$ cat config.mk
export PLATFORM = sky130hd
export DESIGN_NAME = alu_op_sequencer
export DESIGN_NICKNAME = d
export VERILOG_FILES = /design/src/rtl/alu_pkg.sv /design/src/rtl/hold_timer.sv /design/src/rtl/alu_op_sequencer.sv
export SDC_FILE = /design/constraint.sdc
export NUM_CORES = 1
export LEC_CHECK = 0
export ABC_AREA = 0
export CAP_MARGIN = 25
export CORE_UTILIZATION = 35
export DETAILED_ROUTE_END_ITERATION = 6
export GPL_ROUTABILITY_DRIVEN = 0
export GPL_TIMING_DRIVEN = 0
export HOLD_SLACK_MARGIN = 0.02
export PLACE_DENSITY = 0.71
export SYNTH_ARGS = -nofsm -noshare
export SYNTH_HDL_FRONTEND = slang
export SYNTH_SLANG_ARGS = --single-unit
$ cat constraint.sdc
create_clock -name clk -period 4.85 [get_ports clk]
set_input_delay 0.485 -clock clk [delete_from_list [all_inputs] [get_ports clk]]
set_output_delay 0.485 -clock clk [all_outputs]
set_load 0.1 [all_outputs]
$ cat src/rtl/alu_pkg.sv
// ---------------------------------------------------------------------------
// alu_pkg
// Shared definitions for the 4-bit ALU practice design: default widths,
// opcode range and the operation-sequencer state encoding.
// No ports (package).
// ---------------------------------------------------------------------------
package alu_pkg;

    // Default datapath widths
    localparam int unsigned DATA_W_DEF  = 4;
    localparam int unsigned SEL_W_DEF   = 3;
    localparam int unsigned FLAGS_W_DEF = 8;

    // Opcode range walked by a sweep
    localparam int unsigned OP_FIRST = 0;
    localparam int unsigned OP_LAST  = 7;

    // Sequencer states
    typedef enum logic [1:0] {
        ST_IDLE = 2'd0,
        ST_EXEC = 2'd1,
        ST_HOLD = 2'd2,
        ST_DONE = 2'd3
    } seq_state_e;

endpackage : alu_pkg

$ cat src/rtl/hold_timer.sv
// ---------------------------------------------------------------------------
// hold_timer
// Counts display-hold cycles for the operation sequencer.
// Ports:
//   clk          in   system clock, rising edge
//   rst          in   synchronous active-high reset
//   i_clr        in   synchronous clear of the count
//   i_en         in   count enable (one count per enabled cycle)
//   o_expired_c  out  high (combinational) in the HOLD_CYCLES-th enabled cycle
// ---------------------------------------------------------------------------
module hold_timer
    import alu_pkg::*;
#(
    parameter int unsigned HOLD_CYCLES = 100_000_000
) (
    input  logic clk,
    input  logic rst,
    input  logic i_clr,
    input  logic i_en,
    output logic o_expired_c
);

    localparam int unsigned CNT_W = $clog2(HOLD_CYCLES + 1);
    localparam logic [CNT_W-1:0] LAST_CNT = CNT_W'(HOLD_CYCLES - 1);

    logic [CNT_W-1:0] r_count;

    // Count enabled cycles; saturate on the last one so the count never wraps
    always_ff @(posedge clk) begin
        if (rst) begin
            r_count <= '0;
        end else if (i_clr) begin
            r_count <= '0;
        end else if (i_en && (r_count != LAST_CNT)) begin
            r_count <= r_count + CNT_W'(1);
        end
    end

    // Count starts at 0 in the first enabled cycle, so expiry is at HOLD_CYCLES-1
    assign o_expired_c = i_en && (r_count == LAST_CNT);

endmodule : hold_timer

$ cat src/rtl/alu_op_sequencer.sv
// ---------------------------------------------------------------------------
// alu_op_sequencer
// Latches operands on start, drives the ALU opcode for one operation or a
// sweep of all eight, captures each result/flag set and holds it for
// HOLD_CYCLES cycles so the display can show it.
// Ports:
//   clk, rst            clock / synchronous active-high reset
//   start, abort        run request (IDLE only) / cancel current run
//   sweep, op_in        mode select / opcode for single mode
//   a, b                operands, latched on accepted start
//   alu_s, alu_flags    ALU result and flags
//   alu_a, alu_b        registered operands to ALU
//   alu_sel             registered opcode to ALU
//   res_q, flags_q      captured result and flags
//   op_q                opcode that produced res_q
//   res_valid           one-cycle pulse per capture
//   busy                high in EXEC and HOLD
//   done                one-cycle pulse at run completion
// ---------------------------------------------------------------------------
module alu_op_sequencer
    import alu_pkg::*;
#(
    parameter int unsigned DATA_W      = DATA_W_DEF,
    parameter int unsigned SEL_W       = SEL_W_DEF,
    parameter int unsigned FLAGS_W     = FLAGS_W_DEF,
    parameter int unsigned HOLD_CYCLES = 100_000_000
) (
    input  logic               clk,
    input  logic               rst,
    input  logic               start,
    input  logic               abort,
    input  logic               sweep,
    input  logic [SEL_W-1:0]   op_in,
    input  logic [DATA_W-1:0]  a,
    input  logic [DATA_W-1:0]  b,
    input  logic [DATA_W-1:0]  alu_s,
    input  logic [FLAGS_W-1:0] alu_flags,
    output logic [DATA_W-1:0]  alu_a,
    output logic [DATA_W-1:0]  alu_b,
    output logic [SEL_W-1:0]   alu_sel,
    output logic [DATA_W-1:0]  res_q,
    output logic [FLAGS_W-1:0] flags_q,
    output logic [SEL_W-1:0]   op_q,
    output logic               res_valid,
    output logic               busy,
    output logic               done
);

    seq_state_e r_state;
    seq_state_e w_state_nxt;

    logic [DATA_W-1:0]  r_alu_a;
    logic [DATA_W-1:0]  r_alu_b;
    logic [SEL_W-1:0]   r_alu_sel;
    logic [DATA_W-1:0]  r_res_q;
    logic [FLAGS_W-1:0] r_flags_q;
    logic [SEL_W-1:0]   r_op_q;
    logic               r_res_valid;
    logic               r_busy;
    logic               r_done;
    logic               r_sweep;

    logic w_expired;
    logic w_last_op;
    logic w_load;
    logic w_capture;
    logic w_step;
    logic w_tmr_clr;
    logic w_tmr_en;
    logic w_busy_nxt;
    logic w_done_nxt;

    assign w_last_op = (r_alu_sel == SEL_W'(OP_LAST));

    // Hold-time counter: cleared in EXEC, counts through HOLD
    hold_timer #(
        .HOLD_CYCLES (HOLD_CYCLES)
    ) u_hold_timer (
        .clk         (clk),
        .rst         (rst),
        .i_clr       (w_tmr_clr),
        .i_en        (w_tmr_en),
        .o_expired_c (w_expired)
    );

    // State register
    always_ff @(posedge clk) begin
        if (rst) begin
            r_state <= ST_IDLE;
        end else begin
            r_state <= w_state_nxt;
        end
    end

    // Next state; abort outranks expiry in every active state
    always_comb begin
        w_state_nxt = r_state;
        case (r_state)
            ST_IDLE: begin
                if (start && !abort) begin
                    w_state_nxt = ST_EXEC;
                end
            end
            ST_EXEC: begin
                w_state_nxt = abort ? ST_IDLE : ST_HOLD;
            end
            ST_HOLD: begin
                if (abort) begin
                    w_state_nxt = ST_IDLE;
                end else if (w_expired) begin
                    w_state_nxt = (r_sweep && !w_last_op) ? ST_EXEC : ST_DONE;
                end
            end
            ST_DONE: begin
                w_state_nxt = ST_IDLE;
            end
            default: begin
                w_state_nxt = ST_IDLE;
            end
        endcase
    end

    // Per-state control strobes and next values of the status outputs
    always_comb begin
        w_load     = 1'b0;
        w_capture  = 1'b0;
        w_step     = 1'b0;
        w_tmr_clr  = 1'b0;
        w_tmr_en   = 1'b0;
        w_busy_nxt = (w_state_nxt == ST_EXEC) || (w_state_nxt == ST_HOLD);
        w_done_nxt = (w_state_nxt == ST_DONE);
        case (r_state)
            ST_IDLE: begin
                w_load = start && !abort;
            end
            ST_EXEC: begin
                w_capture = !abort;
                w_tmr_clr = 1'b1;
            end
            ST_HOLD: begin
                w_tmr_en = 1'b1;
                w_step   = !abort && w_expired && r_sweep && !w_last_op;
            end
            default: begin
            end
        endcase
    end

    // Operand/opcode latch, result capture and registered status
    always_ff @(posedge clk) begin
        if (rst) begin
            r_alu_a     <= '0;
            r_alu_b     <= '0;
            r_alu_sel   <= '0;
            r_sweep     <= 1'b0;
            r_res_q     <= '0;
            r_flags_q   <= '0;
            r_op_q      <= '0;
            r_res_valid <= 1'b0;
            r_busy      <= 1'b0;
            r_done      <= 1'b0;
        end else begin
            if (w_load) begin
                r_alu_a   <= a;
                r_alu_b   <= b;
                r_alu_sel <= sweep ? SEL_W'(OP_FIRST) : op_in;
                r_sweep   <= sweep;
            end else if (w_step) begin
                r_alu_sel <= r_alu_sel + SEL_W'(1);
            end
            if (w_capture) begin
                r_res_q   <= alu_s;
                r_flags_q <= alu_flags;
                r_op_q    <= r_alu_sel;
            end
            r_res_valid <= w_capture;
            r_busy      <= w_busy_nxt;
            r_done      <= w_done_nxt;
        end
    end

    assign alu_a     = r_alu_a;
    assign alu_b     = r_alu_b;
    assign alu_sel   = r_alu_sel;
    assign res_q     = r_res_q;
    assign flags_q   = r_flags_q;
    assign op_q      = r_op_q;
    assign res_valid = r_res_valid;
    assign busy      = r_busy;
    assign done      = r_done;

endmodule : alu_op_sequencer
### Word-level counts from Yosys, hierarchy flattened

Index checks and enable logic that the tools add are counted.

* output and inout bits: 29
* input bits: 28
* flip-flop bits (word level): 59
* word-level logic and storage cells: 50

* $add $sub $neg: 2
* muxes and demuxes: 14
* equal/unequal tests: 9
* reduce and logical (&&, ||, !) cells: 13

Operators with widths (count)
* 27-bit by 1-bit adder with 27-bit output, second input constant: 1
* 27-bit == test, second input constant: 1
* 27-bit != test, second input constant: 1
* 2-bit 2-to-1 mux: 5
* 3-bit 2-to-1 mux: 3
* 2-bit == test, second input constant: 4
* 2-bit case mux with 4 select lines: 1
* 1-bit logical AND: 7
* 1-bit 2-to-1 mux: 5
* 2-bit by 1-bit == test with 1-bit output, second input constant: 2
* 3-bit by 1-bit adder with 3-bit output, second input constant: 1
* 3-bit == test, second input constant: 1
* 1-bit zero test: 2
* 2-bit zero test: 1
* 2-bit nonzero test: 1
* 2-bit OR reduction: 1
* 1-bit logical OR: 1

### Depth between registers and ports, before layout

Gate-level depths: netlist of the first run.

* depth after elaboration: 9
* depth in mapped cells: 9
* gate-level depth less buffers: 8

### Cells and area by module

A second synthesis of the first run with hierarchy kept.

* cell total of the unflattened synthesis: 297
* area, all modules: 2635.0 sq um

Modules (own cells, without submodules)
* hold_timer: cells an instance 166, area each 1392.6 sq um, instances 1, seq. area each 540.5 sq um
* alu_op_sequencer: cells an instance 131, area each 1242.4 sq um, instances 1, seq. area each 640.6 sq um

### Worst setup path before layout of the first run

No wires, ideal clock.

* kind: register to register
* start point: reg r_alu_sel[0] (netlist: alu_sel[0])
* end point: reg r_busy (netlist: busy)
* required time: 4.722 ns
* path buffers: 0
* stages on the path, launching flop included: 8
* setup time: 0.128 ns
* setup slack: 2.651 ns
* arrival time: 2.071 ns
* period minus slack after synthesis: 2.199 ns
* cell sequence: dfxtp_1 > ha_1 > ha_1 > nor4b_1 > o21ba_2 > nor2_1 > ha_1 > nor2b_1

* cells in the longest elaborated chain, start to end: 9
* elaborated cells on any way between the ends: 10
* those cells by class: eq/ne: 3; mux: 4; reduce/logical: 3

RTL lines
* start: declaration: RTL line alu_op_sequencer.sv:54 `logic [SEL_W-1:0] r_alu_sel;`
* start signal: assignment: RTL line alu_op_sequencer.sv:166 `r_alu_sel <= sweep ? SEL_W'(OP_FIRST) : op_in;`
* start signal: assignment: RTL line alu_op_sequencer.sv:169 `r_alu_sel <= r_alu_sel + SEL_W'(1);`
* 3-bit == test *: RTL line alu_op_sequencer.sv:73 `assign w_last_op = (r_alu_sel == SEL_W'(OP_LAST));`
* 1-bit zero test *: RTL line alu_op_sequencer.sv:111 `w_state_nxt = (r_sweep && !w_last_op) ? ST_EXEC : ST_DONE;`
* 1-bit logical AND *: RTL line alu_op_sequencer.sv:111
* 2-bit 2-to-1 mux *: RTL line alu_op_sequencer.sv:111
* 2-bit 2-to-1 mux *: RTL line alu_op_sequencer.sv:110 `end else if (w_expired) begin`
* 2-bit 2-to-1 mux *: RTL line alu_op_sequencer.sv:108 `if (abort) begin`
* 2-bit case mux with 4 select lines *: RTL line alu_op_sequencer.sv:98 `case (r_state)`
* net w_state_nxt[1]: RTL line alu_op_sequencer.sv:50 `seq_state_e w_state_nxt;`
* 2-bit by 1-bit == test with 1-bit output or 2-bit == test (tied branches): RTL line alu_op_sequencer.sv:130 `w_busy_nxt = (w_state_nxt == ST_EXEC) || (w_state_nxt == ST_HOLD);`
* 1-bit logical OR *: RTL line alu_op_sequencer.sv:130
* net w_busy_nxt: RTL line alu_op_sequencer.sv:70 `logic w_busy_nxt;`
* end signal: assignment: RTL line alu_op_sequencer.sv:177 `r_busy <= w_busy_nxt;`
* end: declaration: RTL line alu_op_sequencer.sv:59 `logic r_busy;`

Mark *: on every way through the listed nets, which the timed path passes. The rest lies on a longest branch.
A chain may end at the register's enable or synchronous reset.

### Worst setup path in the final report of the first run

* start point: reg r_alu_sel[0] (netlist: alu_sel[0])
* end point: out alu_sel[0]

RTL lines
* end: declaration: RTL line alu_op_sequencer.sv:40 `output logic [SEL_W-1:0] alu_sel,`

No word-level cell between the ends.

==> run_results.csv, run 1 <==
group,metric,value,unit
final_layout,fin_area,3520,µm²
global_routing,grt_use_total,16.5,%
clock_network,cts_sinks,59,
sta,period_share,49.4,%
die,io_pins,57,
final_layout,final_cell_mix,"59 x dfxtp_1, 57 x nand2_1, 55 x clkdlybuf4s50_1",
die,start_util,36.1,%
route,drt-vias-per-instance,5.02,
flow_run,cap_violations,0,
sta,slew_violations,0,
clock_network,ctsResizeCount,0,
route,final_antenna_net_count,0,
global_routing,grt_pass1_wl,9940,µm
worst_setup_path,cp_cell_sequence,"clkdlybuf4s50_1",
final_layout,seq_area,1180,µm²
global_routing,first_global_vias,2164,
clock_network,cts_made_buffers,9,
sta,max_slew_margin,33.1,%
final_layout,area_growth,35.2,%
final_layout,antennaDiodeCount,0,
final_layout,drive_gt1_share,7.61,%
global_routing,met2_usage,26.9,%
global_routing,antenna_found_initial,0,
sta,hold_viol_final,0,
global_routing,grtUsageMet3,2.71,%
place,post-place-ws,2.22,ns
die,core,7210,µm²
clock_network,post-cts-setup-buffers,0,
worst_setup_path,crit_path_start_kind,"flip-flop",
logic_synthesis,yosysTopAreaCell,"dfxtp_1",
outcome,status,"complete, no violations",
worst_setup_path,crit_required,4.37,ns
worst_setup_path,critPathKind,"flip-flop to output pin",
final_layout,fillCellCount,699,
place,place_hpwl,4440,µm
route,drc,0,
logic_synthesis,async_flop_share,0,%
sta,setup_viol,0,
worst_setup_path,slowest_delay,1.17,ns
final_layout,final_common_cell,"dfxtp_1",
logic_synthesis,synth-edff-count,0,
route,wl,6100,µm
clock_network,cts_tree,"built",
sta,tns,0,ns
clock_network,htree_levels,3,
logic_synthesis,netlist_area,2600,µm²
clock_network,cts_max_path_buffers,2,
pwr,p_total,1.18,mW
worst_setup_path,cp_max_fo,5,
logic_synthesis,synth.area.top_cells,"dfxtp_1 45%, nand2_1 8.2%, a21oi_1 7.5%",
clock_network,cts_hold_buf,0,
sta,grt_setup_unrepaired,"no",
pwr,leakagePower,1.22,nW
clock_network,clock_latency,0.34,ns
logic_synthesis,synthFlopType,"dfxtp_1",
logic_synthesis,syn_area_per_cell,8.39,µm²
global_routing,grt_overflow,0,
sta,post-route-min-period,2.39,ns
final_layout,final_nets,408,
logic_synthesis,seq_area_frac_synth,45.4,%
sta,max_slew.worst_pin.slew,1.00,ns
sta,fmax,0.418,GHz
route,wl_per_cell,12.7,µm
die,row_count,31,
worst_setup_path,cpMaxStageDelayCell,"clkdlybuf4s50_1",
route,first_iter_violations,101,
global_routing,grtUsageMet1,20.8,%
global_routing,grt_max_degree,11,
hold_path,worst_hold_path_type,"flip-flop to flip-flop",
logic_synthesis,syn_inst,310,
global_routing,busiest_layer,"met2",
die,chipHeight,88.2,µm
place,port_buffers,55,
die,die_x,88.2,µm
place,place_inst,464,
place,place_area,3280,µm²
logic_synthesis,synth_nets,342,
die,die-area,7780,µm²
logic_synthesis,synth_cell_types,40,
sta,whs,0.452,ns
worst_setup_path,worst-path-buf-inv,1,
clock_network,clk_pin_slew_worst_paths,0.07,ns
final_layout,instances_no_fill,480,
worst_setup_path,arrival,1.91,ns
logic_synthesis,netlist.area_leader.share,45.4,%
final_layout,utilization,48.8,%
logic_synthesis,ys_warn_count,0,
final_layout,multi_input_area,1330,µm²
pwr,power-per-cell-area,335,nW/µm²
sta,skew,0.00911,ns
worst_setup_path,crit_family,"buffers and inverters",
route,route.vias.total,2408,
pwr,peakVddDrop,0.134,mV
logic_synthesis,ys_ff_latch,59,
clock_network,cts-root-buf,"clkbuf_8",
route,dr.pass1.iters,4,
sta,fin_ws,2.46,ns
worst_setup_path,cp-end-kind,"output pin",
[sequential cells by signal (all words and copies together) (netlist names), 2 cells and up]
signal	cells
u_hold_timer.r_count	27
alu_sel	3
res_q	4
alu_a	4
flags_q	8
alu_b	4
r_state	2
op_q	3
[kinds of logic after synthesis]
group,share of synthesized area [%]
AO/OA/AOI/OAI,12.5
XOR/XNOR,4.38
adder cells (fa/ha/maj),1.92
buffers and inverters,3.51
flip-flops,45.4
multiplexers,0.385
AND/OR/NAND/NOR,31.9
[layer usage]
| layer | part of all wire [%] | up-vias |
|---|---|---|
| met3 | 2.7 | 12 |
| met2 | 50 | 43 |
| met4 | 2.3 | 0 |
| met5 | 0 | - |
| met1 | 45 | 1130 |
| li1 | - | 1223 |
[synth_stat cells, types with 6 or more instances]
cell and instances:
nor2_1 22, nand2_1 57, or4_1 6, xor2_1 13, or3_1 8, dfxtp_1 59, o21ai_0 8, nand3_1 12
nand4_1 11, nor3_1 8, a21oi_1 39, clkbuf_1 12
[report_power, final]
part           internal (mW)  leakage [nW]  total [mW]  switching [mW]
Sequential             0.493         0.477       0.499         0.00589
Clock                  0.354         0.123       0.544           0.191
Combinational         0.0445         0.619       0.134          0.0898
[cell type report]
class	count	share of cell area (%)
clock inverters	5	2.85
clock buffers	11	4.02
repair buffers	55	15.7
flip-flops and latches	59	33.6
well taps	99	3.52
inverters	3	0.320
plain buffers	18	2.28
multi-input cells	230	37.8
[path summary, 6_finish.rpt]
kind / startpoint / slack [ns] / endpoint / depth (start not counted)
min: op_q[1]$_SDFFE_PP0P_ / 0.45 / op_q[1]$_SDFFE_PP0P_ / 2
max reg2reg: u_hold_timer.r_count[0]$_SDFFE_PP0P_ / 2.63 / busy$_SDFF_PP0_ / 9
min reg2reg: op_q[1]$_SDFFE_PP0P_ / 0.45 / op_q[1]$_SDFFE_PP0P_ / 2
max: alu_sel[0]$_SDFFE_PP0P_ / 2.46 / alu_sel[0] / 1
Note: power is estimated with default switching activity, not from simulation.
==> run 2: changes to the inputs <==
- PLACE_DENSITY: 0.71 -> 0.73
- clock period: 4.85 -> 2.2 ns (I/O delays scaled with it)
==> run_results.csv, run 2 (synthesized netlist as in run 1, its figures left out) <==
group,metric,value,unit
final_layout,instances_no_fill,482,
flow_run,cap_violations,0,
global_routing,grt_use_total,16.9,%
die,die-area,7780,µm²
pwr,p_total,2.25,mW
route,drt-vias-per-instance,5.05,
route,final_antenna_net_count,0,
clock_network,cts_made_buffers,9,
clock_network,cts_tree,"built",
pwr,swShare,27.4,%
sta,setup_viol,0,
worst_setup_path,slowest_delay,1.17,ns
clock_network,clk_pin_slew_worst_paths,0.06,ns
sta,slew_violations,0,
final_layout,final_nets,412,
sta,post-route-min-period,2.14,ns
pwr,p_int,1.64,mW
pwr,power-per-cell-area,640,nW/µm²
worst_setup_path,cp_cell_sequence,"clkdlybuf4s50_1",
final_layout,largest_register,"u_hold_timer.r_count",
clock_network,cts-root-buf,"clkbuf_8",
place,place_hpwl,4540,µm
die,row_count,31,
sta,max_slew.worst_pin.slew,0.995,ns
worst_setup_path,worst-path-buf-inv,1,
sta,max_slew_margin,33.5,%
final_layout,seq_area,1190,µm²
global_routing,grt_overflow,0,
global_routing,antenna_found_initial,0,
die,chipHeight,88.2,µm
global_routing,grt_pass1_wl,10200,µm
sta,hold_viol_final,0,
worst_setup_path,cp-end-kind,"output pin",
worst_setup_path,cp_max_fo,4,
sta,grt_setup_unrepaired,"yes",
clock_network,cts_sinks,59,
worst_setup_path,cpMaxStageDelayCell,"clkdlybuf4s50_1",
global_routing,first_global_vias,2180,
sta,skew,0.00668,ns
route,first_iter_violations,174,
sta,fmax,0.468,GHz
route,dr.pass1.iters,5,
final_layout,drive_gt1_share,9.92,%
place,place_inst,464,
worst_setup_path,crit_required,1.98,ns
worst_setup_path,crit_path_start_kind,"flip-flop",
pwr,peakVddDrop,0.201,mV
clock_network,cts_hold_buf,0,
route,wl_per_cell,13.5,µm
worst_setup_path,crit_family,"buffers and inverters",
clock_network,clock_latency,0.34,ns
worst_setup_path,arrival,1.92,ns
global_routing,grt_max_degree,11,
final_layout,final_common_cell,"dfxtp_1",
pwr,seq_power_share,48.8,%
outcome,status,"complete, no violations",
sta,period_share,97.2,%
final_layout,largest_reg_flops,27,
pwr,clockPowerShare,38.0,%
clock_network,htree_levels,3,
die,start_util,36.1,%
final_layout,fillCellCount,721,
final_layout,antennaDiodeCount,0,
pwr,p_switching,0.617,mW
clock_network,cts_max_path_buffers,2,
route,route.vias.total,2434,
hold_path,worst_hold_path_type,"input port to flip-flop",
worst_setup_path,critPathKind,"flip-flop to output pin",
route,wl,6500,µm
place,port_buffers,55,
pwr,p_comb_share,13.2,%
pwr,leakagePower,1.23,nW
final_layout,multi_input_area,1360,µm²
die,die_x,88.2,µm
route,drc,0,
die,io_pins,57,
final_layout,final_cell_mix,"57 x dfxtp_1, 56 x nand2_1, 54 x clkdlybuf4s50_1",
final_layout,area_growth,35.3,%
die,core,7210,µm²
==> run 2: cell count changes in the layout (fill, tap and decap cells not counted), moves of 2 or more <==
cell,change
bufinv_16,-3
dfxtp_1,-2
dfxtp_4,+2
buf_4,+3
==> run 2: layer usage <==
metal / track usage (%) / part of all wire [%] / vias to the layer above
met1: 22.4 / 44 / 1151
met5: 0 / 0 / -
li1: - / - / 1222
met2: 26.7 / 51 / 51
met3: 3.45 / 4.4 / 10
met4: 7.04 / 1.3 / 0
==> run 2: repair_timing <==
| action | in CTS | in global routing |
|---|---|---|
| setup endpoints to repair | 1 | 11 |
| pin swaps | 0 | 5 |
| hold endpoints to repair | 0 | 0 |
| buffers inserted | 0 | 4 |
| resized for setup | 2 | 10 |
| gates cloned | 0 | 0 |
==> run 2: area by class of cell <==
cell class / instances / share of cell area (%)
sequential: 59 / 33.8
inverter: 3 / 0.320
timing repair buffer: 59 / 16.6
buffer: 18 / 2.38
clock inverter: 3 / 0.427
multi-input combinational: 230 / 38.7
tap: 99 / 3.52
clock buffer: 11 / 4.30
==> run 2: power groups by stage <==
stage | Sequential (mW) | Combinational (mW) | Clock (mW)
after detailed placement | 1.13 | 0.296 | 0
after global routing | 1.10 | 0.316 | 0.928
after global placement | 1.12 | 0.293 | 0
after CTS | 1.10 | 0.297 | 0.871
final | 1.10 | 0.298 | 0.855
after floorplan | 1.25 | 0.0710 | 0
==> run 2: worst reg2reg max path, delay by kind of cell (launching register included) <==
family,cells,cell delay [ns]
and+or+nand+nor,5,0.84
adders and majority gates,2,0.42
DFF,1,0.37
AOI/OAI and AO/OA,1,0.18
buffers and inverters,1,0.12
==> run 2: final timing paths <==
path                                             start                       to  slack (ns)  cells after the start
setup reg to reg  u_hold_timer.r_count[1]$_SDFFE_PP0P_          busy$_SDFF_PP0_        0.14                      9
hold / removal                                     rst  alu_sel[1]$_SDFFE_PP0P_        0.30                      2
setup / recovery               alu_sel[1]$_SDFFE_PP0P_               alu_sel[1]        0.06                      1
hold reg to reg                   op_q[2]$_SDFFE_PP0P_     op_q[2]$_SDFFE_PP0P_        0.45                      2
==> run 2: per-stage QoR <==
stage                     util (%)  TNS (ns)  worst slack [ns]  hold WS [ns]  cell area [µm²]
final                         48.8         0            0.0626         0.305             3520
after global routing          48.8   -0.0164           -0.0164         0.325             3520
after CTS                     47.8         0           0.00143         0.299             3450
after global placement        45.4    -0.165            -0.165         0.441             3280
after floorplan                  -         0           0.00117         0.297             2600
after detailed placement      45.4    -0.166            -0.166         0.447             3280
